==> src/rtl/game_pkg.sv <==
// Shared game constants and camera FSM state type, used by camera_tracker and the pixel generator.
package game_pkg;

  localparam int PHY_WIDTH    = 16;
  localparam int BLOCK_WIDTH  = 480;
  localparam int CHAR_WIDTH_Y = 32;
  localparam int CAM_WIDTH    = 5;
  localparam int HYST_PX      = 16;

  // Remainder-width versions of the constants so the datapath compares equal widths.
  localparam logic [PHY_WIDTH:0]   BLOCK_REM  = (PHY_WIDTH+1)'(BLOCK_WIDTH);
  localparam logic [PHY_WIDTH:0]   CENTRE_OFS = (PHY_WIDTH+1)'(CHAR_WIDTH_Y / 2);
  localparam logic [PHY_WIDTH:0]   HYST_UP    = (PHY_WIDTH+1)'(HYST_PX);
  localparam logic [PHY_WIDTH:0]   HYST_DOWN  = (PHY_WIDTH+1)'(BLOCK_WIDTH - HYST_PX);
  localparam logic [CAM_WIDTH-1:0] CAM_MAX    = {CAM_WIDTH{1'b1}};

  typedef enum logic [1:0] {
    IDLE   = 2'd0,
    DIVIDE = 2'd1,
    COMMIT = 2'd2
  } cam_state_t;

endpackage

==> src/rtl/block_index_div.sv <==
// Iterative restoring divide by the constant BLOCK_WIDTH, one subtract per step,
// quotient saturating at CAM_MAX.
module block_index_div
  import game_pkg::*;
(
  input  logic                 clk,
  input  logic                 rst,
  input  logic                 start,
  input  logic                 step,
  input  logic [PHY_WIDTH:0]   dividend,
  output logic [CAM_WIDTH-1:0] q,
  output logic [PHY_WIDTH:0]   rem,
  output logic                 done
);

  logic can_sub;

  // Once q reaches CAM_MAX the loop stops and rem is left as-is (don't-care).
  assign can_sub = (rem >= BLOCK_REM) && (q != CAM_MAX);
  assign done    = !can_sub;

  always_ff @(posedge clk or posedge rst) begin
    if (rst) begin
      q   <= '0;
      rem <= '0;
    end else if (start) begin
      q   <= '0;
      rem <= dividend;
    end else if (step && can_sub) begin
      q   <= q + 1'b1;
      rem <= rem - BLOCK_REM;
    end
  end

endmodule

==> src/rtl/camera_tracker.sv <==
// Per-frame camera block index: divide character centre by BLOCK_WIDTH, commit in blanking.
// Optional hysteresis at block seams when CAMERA_HYST_EN is defined.
module camera_tracker
  import game_pkg::*;
(
  input  logic                 sys_clk,
  input  logic                 sys_rst,
  input  logic                 frame_start,
  input  logic [PHY_WIDTH-1:0] char_abs_y,
  output logic [CAM_WIDTH-1:0] camera_y,
  output logic                 cam_changed,
  output logic                 busy,
  output logic                 overrun,
  output cam_state_t           dbg_state
);

  cam_state_t           state_q, state_d;
  logic                 accept;
  logic [PHY_WIDTH:0]   centre;
  logic [CAM_WIDTH-1:0] div_q;
  logic [PHY_WIDTH:0]   div_rem;
  logic                 div_done;
  logic [CAM_WIDTH-1:0] next_idx;

  assign accept    = frame_start && (state_q == IDLE);
  assign centre    = {1'b0, char_abs_y} + CENTRE_OFS;
  assign busy      = (state_q != IDLE);
  assign dbg_state = state_q;

  block_index_div u_div (
    .clk      (sys_clk),
    .rst      (sys_rst),
    .start    (accept),
    .step     (state_q == DIVIDE),
    .dividend (centre),
    .q        (div_q),
    .rem      (div_rem),
    .done     (div_done)
  );

  always_ff @(posedge sys_clk or posedge sys_rst) begin
    if (sys_rst) state_q <= IDLE;
    else         state_q <= state_d;
  end

  always_comb begin
    state_d = state_q;
    case (state_q)
      IDLE:    if (frame_start) state_d = DIVIDE;
      DIVIDE:  if (div_done) state_d = COMMIT;
      COMMIT:  state_d = IDLE;
      default: state_d = IDLE;
    endcase
  end

`ifdef CAMERA_HYST_EN
  // One-block moves need the centre to be HYST_PX inside the new block; bigger jumps and saturation are immediate.
  always_comb begin
    next_idx = div_q;
    if (div_q != CAM_MAX) begin
      if ({1'b0, div_q} == {1'b0, camera_y} + 6'd1) begin
        if (div_rem < HYST_UP) next_idx = camera_y;
      end else if ({1'b0, div_q} + 6'd1 == {1'b0, camera_y}) begin
        if (div_rem >= HYST_DOWN) next_idx = camera_y;
      end
    end
  end
`else
  logic unused_rem;
  assign unused_rem = ^div_rem;
  assign next_idx   = div_q;
`endif

  always_ff @(posedge sys_clk or posedge sys_rst) begin
    if (sys_rst) begin
      camera_y    <= '0;
      cam_changed <= 1'b0;
      overrun     <= 1'b0;
    end else begin
      cam_changed <= 1'b0;
      overrun     <= frame_start && (state_q != IDLE);
      if ((state_q == COMMIT) && (next_idx != camera_y)) begin
        camera_y    <= next_idx;
        cam_changed <= 1'b1;
      end
    end
  end

endmodule

==> config.mk <==
export PLATFORM = sky130hd
export DESIGN_NAME = camera_tracker
export DESIGN_NICKNAME = d
export VERILOG_FILES = /design/src/rtl/game_pkg.sv /design/src/rtl/block_index_div.sv /design/src/rtl/camera_tracker.sv
export SDC_FILE = /design/constraint.sdc
export NUM_CORES = 1
export LEC_CHECK = 0
export CORE_MARGIN = 5
export CORE_UTILIZATION = 48
export CTS_CLUSTER_DIAMETER = 150
export DETAILED_ROUTE_END_ITERATION = 6
export PLACE_DENSITY = 0.73
export SLEW_MARGIN = 20
export SYNTH_ARGS = -nofsm -noshare
export SYNTH_HDL_FRONTEND = slang
export SYNTH_HIERARCHICAL = 1
export SYNTH_SLANG_ARGS = --single-unit
==> constraint.sdc <==
create_clock -name sys_clk -period 3.05 [get_ports sys_clk]
set_input_delay 0.305 -clock sys_clk [delete_from_list [all_inputs] [get_ports sys_clk]]
set_output_delay 0.305 -clock sys_clk [all_outputs]
set_load 0.005 [all_outputs]
# Yosys cells after proc, flatten, opt, wreduce, memory -nomap -nowiden
# Index checks and enable logic that the tools add are counted.
classes:
  addsub: 3
  order_cmp: 1
  n_eq_ne: 6
  n_mux: 8
  n_reduce_logical: 9
op_table:
  columns: ["operator", "n"]
  rows:
  - ["$mux W17", 2]
  - ["$add A16 B5 Y17 const B", 1]
  - ["$ge A17 B9 Y1 const B", 1]
  - ["$sub A17 B9 Y17 const B", 1]
  - ["$mux W5", 2]
  - ["$add A5 B1 Y5 const B", 1]
  - ["$logic_and A1 B1 Y1", 5]
  - ["$ne A5 B5 Y1", 1]
  - ["$ne A5 B5 Y1 const B", 1]
  - ["$mux W2", 2]
  - ["$ne A2 B2 Y1 const B", 2]
  - ["$pmux W2 S2", 1]
  - ["$reduce_bool A2 Y1", 2]
  - ["$eq A2 B1 Y1 const B", 1]
  - ["$eq A2 B2 Y1 const B", 1]
  - ["$logic_not A2 Y1", 1]
  - ["$reduce_and A2 Y1", 1]
  - ["$mux W1", 1]
word_totals:
  regBits: 31
  input_bits: 19
  output_inout_bits: 10
  wordCells: 33

# Logic depth before layout (Yosys ltp)
logic_depth:
  ltp_word: 5
  depth_mapped: 8
  mapped_depth_nobuf: 8

# Modules after synthesis
# Netlist, hierarchy kept.
by_module_without_submodules:
  columns: ["mod", "instances", "cells_per_inst", "area_per_inst_um2", "seq_area_each_um2"]
  rows:
  - ["block_index_div", 1, 119, 1193.6, 550.5]
  - ["camera_tracker", 1, 64, 610.6, 225.2]

# Least setup slack after synthesis
# OpenSTA, ideal clock, no wires.
synth_path:
  kind: "register to register"
  startpoint: "reg u_div.rem[1]"
  endpoint: "reg u_div.rem[6]"
  setup_time_ns: 0.128
  t_arrival_ns: 2.230
  path_slack_ns: 0.693
  stages_incl_launch_ff: 7
  path_buffers: 1
  cell_sequence: "dfrtp_1 -> or4_1 -> or4_1 -> buf_6 -> a21oi_4 -> mux2_1 -> mux2_1"
synth_between:
  elab_chain_len: 4
  word_cells_on_any_way: 7
  cone_classes: "1 x add/sub; 1 x order compare; 2 x mux; 3 x reduce/logical"
synth_rtl:
  columns: ["element", "line_no", "source"]
  rows:
  - ["start, declared", "block_index_div.sv:12", "output logic [PHY_WIDTH:0] rem,"]
  - ["start signal, assigned", "block_index_div.sv:28", "rem <= dividend;"]
  - ["start signal, assigned", "block_index_div.sv:31", "rem <= rem - BLOCK_REM;"]
  - ["$ge A17 B9 Y1", "block_index_div.sv:19", "assign can_sub = (rem >= BLOCK_REM) && (q != CAM_MAX);"]
  - ["$logic_and A1 B1 Y1", "block_index_div.sv:19", null]
  - ["$logic_and A1 B1 Y1", "block_index_div.sv:29", "end else if (step && can_sub) begin"]
  - ["$reduce_bool A2 Y1 (no source line)", null, null]
# Several ways; a longest one is shown, not always the timed one. The select of a mux whose other input is x is not followed.
# A chain may end at the register's enable or synchronous reset.

# Final worst setup path
# Same ends and word-level chain as after synthesis.

==> impl_results.md <==
- Number of nets in the layout: roughly 240
- Startpoint-to-endpoint class of the critical path: reg2reg
- #FFs+latches synth: 31
- # DRC: 0
- Worst-skew pair later-pin latency: about 280 ps
- Post-synthesis instance area: 1800 sq um
- Measured slew at the worst slew-check pin: about 800 ps
- Final Cycle Share: 0.839
- Antenna Diode Count: 0
- Number of buffers added on ports: 28
- Slowest cell delay on critical path: 620 ps
- Number of global-route vias before repair: between 1000 and 1500
- Least setup slack across all paths after layout: ~490 ps
- Leakage power figure: 0.955 nW
- First-pass GRT wire length: 6560 microns
- Via count: around 1400
- Buffer type at the clock tree root: sky130_fd_sc_hd__clkbuf_8
- Number of cells on the worst reg-to-reg path: 5
- Master of the slowest instance on the critical path: sky130_fd_sc_hd__or4_1
- PD cells: 848 nW/um^2
- Count of cell instances traversed by the critical path: 5
- Number of buffers created by CTS: 5
- Grt met2 use: 0.305
- Maximum clock rate: 391 MHz
- Hold slack: 315 ps
- Synth Instances: around 180
- Routability Congestion: 0.942
- H-tree levels: 2
- Run status: finished clean
- Fraction of layout cells with a size suffix above 1: 0.0935
- Worst reg2reg startpoint: u_div/rem[1]$_DFFE_PP0P_
- Critical path launch point: u_div/rem[1]$_DFFE_PP0P_
- Cells resized by post-CTS repair: 0
- Overall power after layout: 1.90 mW
- Setup bufs post-CTS: 0
- Met1 track utilization from global routing: 0.176
- Final hold vios: 0
- Final period demand of the worst path: roughly 2600 ps
- Busiest grt layer: met2
- Cell row count: 22
- Setup crit end: u_div/rem[6]$_DFFE_PP0P_
- Vert. Die Dim: a little over 70 microns
- Worst R2R Setup Slack: 490 ps
- Reg2Reg Capture Point: u_div/rem[6]$_DFFE_PP0P_
- CP delay by family, top: simple AND/OR/NAND/NOR gates
- RSZ-0062 raised after global routing: no
- Post-synth net total: 206
- Maximum clock skew at final layout: 4.92 ps
- Share of synthesized area occupied by flip-flops and latches: 0.430
- Type of destination of the critical path: register
- Number of distinct library cells after synthesis: 40
- Final setup vio count: 0
- Routed wire length per instance: 14.5 microns
- Number of buffers and inverters on the critical path: 0
- Die footprint: a little over 5000 sq um
- Total congestion overflow after global routing: 0
- Pin count of the biggest net entering global routing: 36
- DIE WIDTH: about 71 microns
- Filler cell count in the final layout: 315
- Pre-CTS WS: 506 ps
- Iter 0 DRT Violations: 52
- Final Slew Violations: 0
- Effective utilization at floorplan: 0.493
- Count of maximum capacitance violations: 0
- Normalized max-slew margin: 0.456
- CP Launch Type: register
- CP cell instances: or4_1 > or4_1 > a21oi_4 > mux2_1 > mux2_1
- Endpoint arrival time on the critical path: between 2000 and 3000 ps
- Setup TNS: 0 ps
- Clock sink count: 31
- Area added between synthesis and finish: 24.1%
- Largest vdd supply drop: approximately 280 uV
- Count of yosys warnings during synthesis: 6
- CTS tree: built
- Data required time at the worst endpoint: approximately 3200 ps
- Total Wirelength: between 3000 and 4000 microns
- Clock-pin slew of the registers on the worst-case setup and hold paths: approximately 60 ps
- GR met3 Demand/Resource: 0.0379
- Maximum clock insertion buffer count: 2
- Average footprint of a synthesized cell: around 10 sq um
- Hold buffer count at CTS: 0
- Overall Global Routing Usage: 0.165
- Count of nets left with antenna violations after detail routing: 0
- First drt pass iteration count: 5
- I/O Pins: 29
- Average vias per placed instance: between 5 and 6
- Worst hold path class: in2async
- Initial antenna violation count: 0
- Floorplan Core Area: 3660 sq um
- Post-DP HPWL: ~2900 microns
- Largest fanout on the critical path: 10
==> logic make-up (layout without fill, tap and decap cells) <==
family                   Yosys count  after routing  share of synthesized area
AO/OA/AOI/OAI                     29             29                      0.107
flip-flops                        31             31                      0.430
multiplexers                      14             14                     0.0922
XOR/XNOR                          24             24                      0.117
adder cells (fa/ha/maj)            4              4                     0.0277
buffers and inverters             17             48                     0.0402
AND/OR/NAND/NOR                   64             64                      0.186
==> synth_stat cells (all sizes together) <==
cell	n	area [sq um]
dfrtp	31	776
xnor2	21	184
nand2	18	67.6
mux2	12	146
inv	11	41.3
nor2	10	37.5
o21ai	10	50.1
nor2b	8	50.1
a21oi	7	46.3
nand3	6	30.0
nand4	5	31.3
and3	4	25.0
clkbuf	4	15.0
ha	4	50.1
a211oi	3	22.5
or4	3	22.5
xor2	3	26.3
a21o	2	15.0
and2	2	12.5
buf	2	16.3
mux2i	2	20.0
nor3	2	10.0
a2111o	1	11.3
a2111oi	1	8.76
a211o	1	8.76
a22oi	1	7.51
and4	1	8.76
and4b	1	10.0
nand2b	1	6.26
nand4b	1	8.76
nor4	1	6.26
nor4b	1	8.76
o221ai	1	8.76
o22ai	1	6.26
o31a	1	8.76
==> worst min path at each step <==
stage	start	end	slack, ps
2_1_floorplan	sys_rst	cam_changed$_DFF_PP0_	130
3_3_place_gp	u_div/rem[1]$_DFFE_PP0P_	u_div/rem[1]$_DFFE_PP0P_	480
3_5_place_dp	u_div/rem[0]$_DFFE_PP0P_	u_div/rem[0]$_DFFE_PP0P_	490
4_1_cts	sys_rst	dbg_state[0]$_DFFE_PP0P_	310
5_1_grt	sys_rst	overrun$_DFF_PP0_	380
6_report	sys_rst	dbg_state[0]$_DFFE_PP0P_	320
==> power breakdown <==
group | switching, mW | internal (mW) | total [mW]
sequential | 0.161 | 0.584 | 0.745
combinational | 0.341 | 0.401 | 0.742
clock | 0.148 | 0.264 | 0.412
==> area by class of cell <==
cell class | count | area (sq um) | area share
well taps | 48 | 60.1 | 0.0268
inverters | 11 | 41.3 | 0.0184
multi-input cells | 135 | 956 | 0.427
clock inverters | 2 | 35.0 | 0.0157
clock buffers | 6 | 82.6 | 0.0369
repair buffers | 29 | 288 | 0.129
flip-flops and latches | 31 | 776 | 0.347
==> layer usage <==
layer	up-vias	wire [microns]
met5	-	0
met4	0	76
met3	8	182
met2	41	2020
met1	657	1520
li1	699	-
==> flip-flops by register name, summed over array words and instances (netlist names) <==
register / cells
u_div/q: 5
u_div/rem: 17
cam_changed: 1
camera_y: 5
dbg_state: 2
overrun: 1
==> metrics by stage <==
| stage | cells | area (sq um) | utilization |
|---|---|---|---|
| after detailed placement | 254 | 2120 | 0.579 |
| after global routing | 262 | 2240 | 0.611 |
| after CTS | 262 | 2240 | 0.611 |
| final | 262 | 2240 | 0.611 |
| after floorplan | 183 | 1800 | - |
| after global placement | 254 | 2120 | 0.579 |
==> placed cells by master, fill, tap and decap left out, types with 5 or more instances in the layout <==
cell	netlist	routed
sky130_fd_sc_hd__mux2_2	7	7
sky130_fd_sc_hd__xnor2_1	21	21
sky130_fd_sc_hd__inv_1	11	11
sky130_fd_sc_hd__nand4_1	5	5
sky130_fd_sc_hd__dfrtp_1	31	31
sky130_fd_sc_hd__nor2b_1	8	8
sky130_fd_sc_hd__clkdlybuf4s50_1	0	28
sky130_fd_sc_hd__nand2_1	18	18
sky130_fd_sc_hd__nand3_1	6	6
sky130_fd_sc_hd__a21oi_1	6	6
sky130_fd_sc_hd__nor2_1	10	10
sky130_fd_sc_hd__o21ai_0	8	8
sky130_fd_sc_hd__clkbuf_8	0	6
No activity file was read; power rests on OpenSTA's default activity.
==> RTL edit: new RTL, same settings <==
Make the reset (`rst` and `sys_rst`) synchronous in 3 clocked blocks.
--- a/src/rtl/block_index_div.sv
+++ b/src/rtl/block_index_div.sv
@@ -19,7 +19,7 @@
   assign can_sub = (rem >= BLOCK_REM) && (q != CAM_MAX);
   assign done    = !can_sub;
 
-  always_ff @(posedge clk or posedge rst) begin
+  always_ff @(posedge clk) begin
     if (rst) begin
       q   <= '0;
       rem <= '0;
--- a/src/rtl/camera_tracker.sv
+++ b/src/rtl/camera_tracker.sv
@@ -38,7 +38,7 @@
     .done     (div_done)
   );
 
-  always_ff @(posedge sys_clk or posedge sys_rst) begin
+  always_ff @(posedge sys_clk) begin
     if (sys_rst) state_q <= IDLE;
     else         state_q <= state_d;
   end
@@ -71,7 +71,7 @@
   assign next_idx   = div_q;
 `endif
 
-  always_ff @(posedge sys_clk or posedge sys_rst) begin
+  always_ff @(posedge sys_clk) begin
     if (sys_rst) begin
       camera_y    <= '0;
       cam_changed <= 1'b0;
Behaviour: differs if sys_rst is asserted again (counterexample within 4 cycles, from zero or initial values and one cycle with sys_rst high); with sys_rst held inactive, the same outputs for 10 cycles.
==> RTL edit against the original RTL <==
Area after synthesis grew 0.62%. Setup slack better by 0.15 ns. Routed wire length fell by 6.6%. Cell count grew 3.8%. Sequential cell count stayed put. Final area shrank 0.84%. Clock skew increased by 0.00066 ns.
Power is not compared: it rests on default switching activity, and its combinational part moved more than twofold at a synthesized area within 25%.
==> RTL edit: results (changes against the original RTL) <==
[status] result of the run completed [unchanged]
[clock_tree] post-CTS repair timing setup buffer count 0 [unchanged]
[grt] vias in the first global route 1350 [was 1444]
[clock_tree] H-Tree Level Count 2 [unchanged]
[synth] Post-Synthesis Cells 197 [was 183]
[detailed_routing] total met3 wirelength after detailed routing 175 um [was 182 um]
[placement] DP Area 0.00210 sq mm [was 0.00212 sq mm]
[floorplan] Chip Width 71.5 um [was 71.3 um]
[placement] # placed instances 264 [was 254]
[detailed_routing] topmost layer with routed signal wires met4 [unchanged]
[cells_and_area] layout cell share with drive strength beyond 1 12.9% [was 9.35%]
[synth] synthesis warning total 6 [unchanged]
[detailed_routing] wire length on met1 1670 um [was 1520 um]
[detailed_routing] number of iterations in the first detailed-routing pass 4 [was 5]
[synth] most common library cells after synthesis sky130_fd_sc_hd__dfxtp_1, sky130_fd_sc_hd__nor2_1, sky130_fd_sc_hd__xnor2_1 [was sky130_fd_sc_hd__dfrtp_1, sky130_fd_sc_hd__xnor2_1, sky130_fd_sc_hd__nand2_1]
[synth] share of synthesized registers carrying an async set or reset 0% [was 100%]
[detailed_routing] Vias per Instance 5.35 [was 5.36]
[synth] net count after synthesis 220 [was 206]
[worst_setup_path] maximum fanout along the worst path 5 [was 10]
[detailed_routing] count of routing violations after the opening detailed-route iteration 62 [was 52]
[synth] portion of the post-synthesis area used by sequential elements 34.2% [was 43.0%]
[pwr] leakage power summed over all cells 0.812 nW
[min_path] worst hold-check path type reg2reg [was in2async]
[detailed_routing] WL final 3550 um [was 3810 um]
[worst_setup_path] launch point of the worst path u_div/q[0]$_SDFFE_PP0P_ [was u_div/rem[1]$_DFFE_PP0P_]
[placement] Final Wtd Congestion 0.765 [was 0.942]
[synth] most frequently used flop master after synthesis sky130_fd_sc_hd__dfxtp_1 [was sky130_fd_sc_hd__dfrtp_1]
[placement] post-placement setup slack 0.660 ns [was 0.506 ns]
[synth] leading post-synthesis cells by cell area sky130_fd_sc_hd__dfxtp_1, sky130_fd_sc_hd__xnor2_1, sky130_fd_sc_hd__mux2i_1, sky130_fd_sc_hd__nor2_1, sky130_fd_sc_hd__a211oi_1 [was sky130_fd_sc_hd__dfrtp_1, sky130_fd_sc_hd__xnor2_1, sky130_fd_sc_hd__mux2_2, sky130_fd_sc_hd__nand2_1, sky130_fd_sc_hd__ha_1]
[cells_and_area] Final Instance Count excl. Fillers 272 [was 262]
[pwr] highest ir drop seen on vdd 0.000204 V
[pwr] clock group share of total power 36.5%
[placement] placed wire-length estimate after detailed placement 2660 um [was 2940 um]
[synth] number of distinct library cells after synthesis 44 [was 40]
[clock_tree] CTS clk-pin slew, worst paths 0.07 ns
[grt] first-pass GRT wire length 6080 um [was 6560 um]
[grt] total global routing track utilization 14.8% [was 16.5%]
[grt] maximum number of pins on one net before global-route repair 22 [was 36]
[detailed_routing] routed wl met2 1650 um [was 2020 um]
[timing] worst clock skew 0.00558 ns [was 0.00492 ns]
[cells_and_area] final net count 246 [was 236]
[timing] max_slew headroom 40.6% [was 45.6%]
[worst_setup_path] crit path DAT 2.61 ns [was 2.73 ns]
-- RTL edit: path summary, 6_finish.rpt --
kind / slack, ns / end / depth (start not counted)
max: 0.64 / u_div/rem[14]$_SDFFE_PP0P_ / 8
min: 0.49 / u_div/rem[0]$_SDFFE_PP0P_ / 2
max reg2reg: 0.64 / u_div/rem[14]$_SDFFE_PP0P_ / 8
min reg2reg: 0.49 / u_div/rem[0]$_SDFFE_PP0P_ / 2
-- RTL edit: final cells by class --
cell class	count	area (sq um)
Timing Repair Buffer	30	295
Sequential cell	31	621
Multi-Input combinational cell	145	1090
Inverter	10	37.5
Fill cell	330	1440
Tap cell	48	60.1
Clock buffer	6	82.6
Clock inverter	2	35.0
-- RTL edit: logic make-up (layout without fill, tap and decap cells) --
logic type / Yosys count / count (layout) / synth area share [%]
AOI/OAI and AO/OA: 27 / 27 / 14.0
xor gates and xnor gates: 25 / 25 / 12.1
adders and majority gates: 4 / 4 / 2.76
buffers and inverters: 21 / 48 / 5.86
DFF: 31 / 31 / 34.2
muxes: 13 / 13 / 7.17
and+or+nand+nor: 76 / 76 / 24.0
-- RTL edit: per-layer routing --
metal	vias up	global-route usage, %
li1	760	-
met3	6	3.79
met1	655	18.2
met5	-	0
met4	0	6.26
met2	35	24.6
-- RTL edit: worst max-delay path, cell delays in order (launching register included) --
cell	delay, ns
sky130_fd_sc_hd__dfxtp_1	0.36
sky130_fd_sc_hd__ha_1	0.22
sky130_fd_sc_hd__and3_1	0.19
sky130_fd_sc_hd__ha_1	0.22
sky130_fd_sc_hd__nor2b_1	0.28
sky130_fd_sc_hd__nand3_1	0.19
sky130_fd_sc_hd__a2111oi_0	0.53
sky130_fd_sc_hd__xnor2_1	0.11
sky130_fd_sc_hd__a211oi_1	0.22
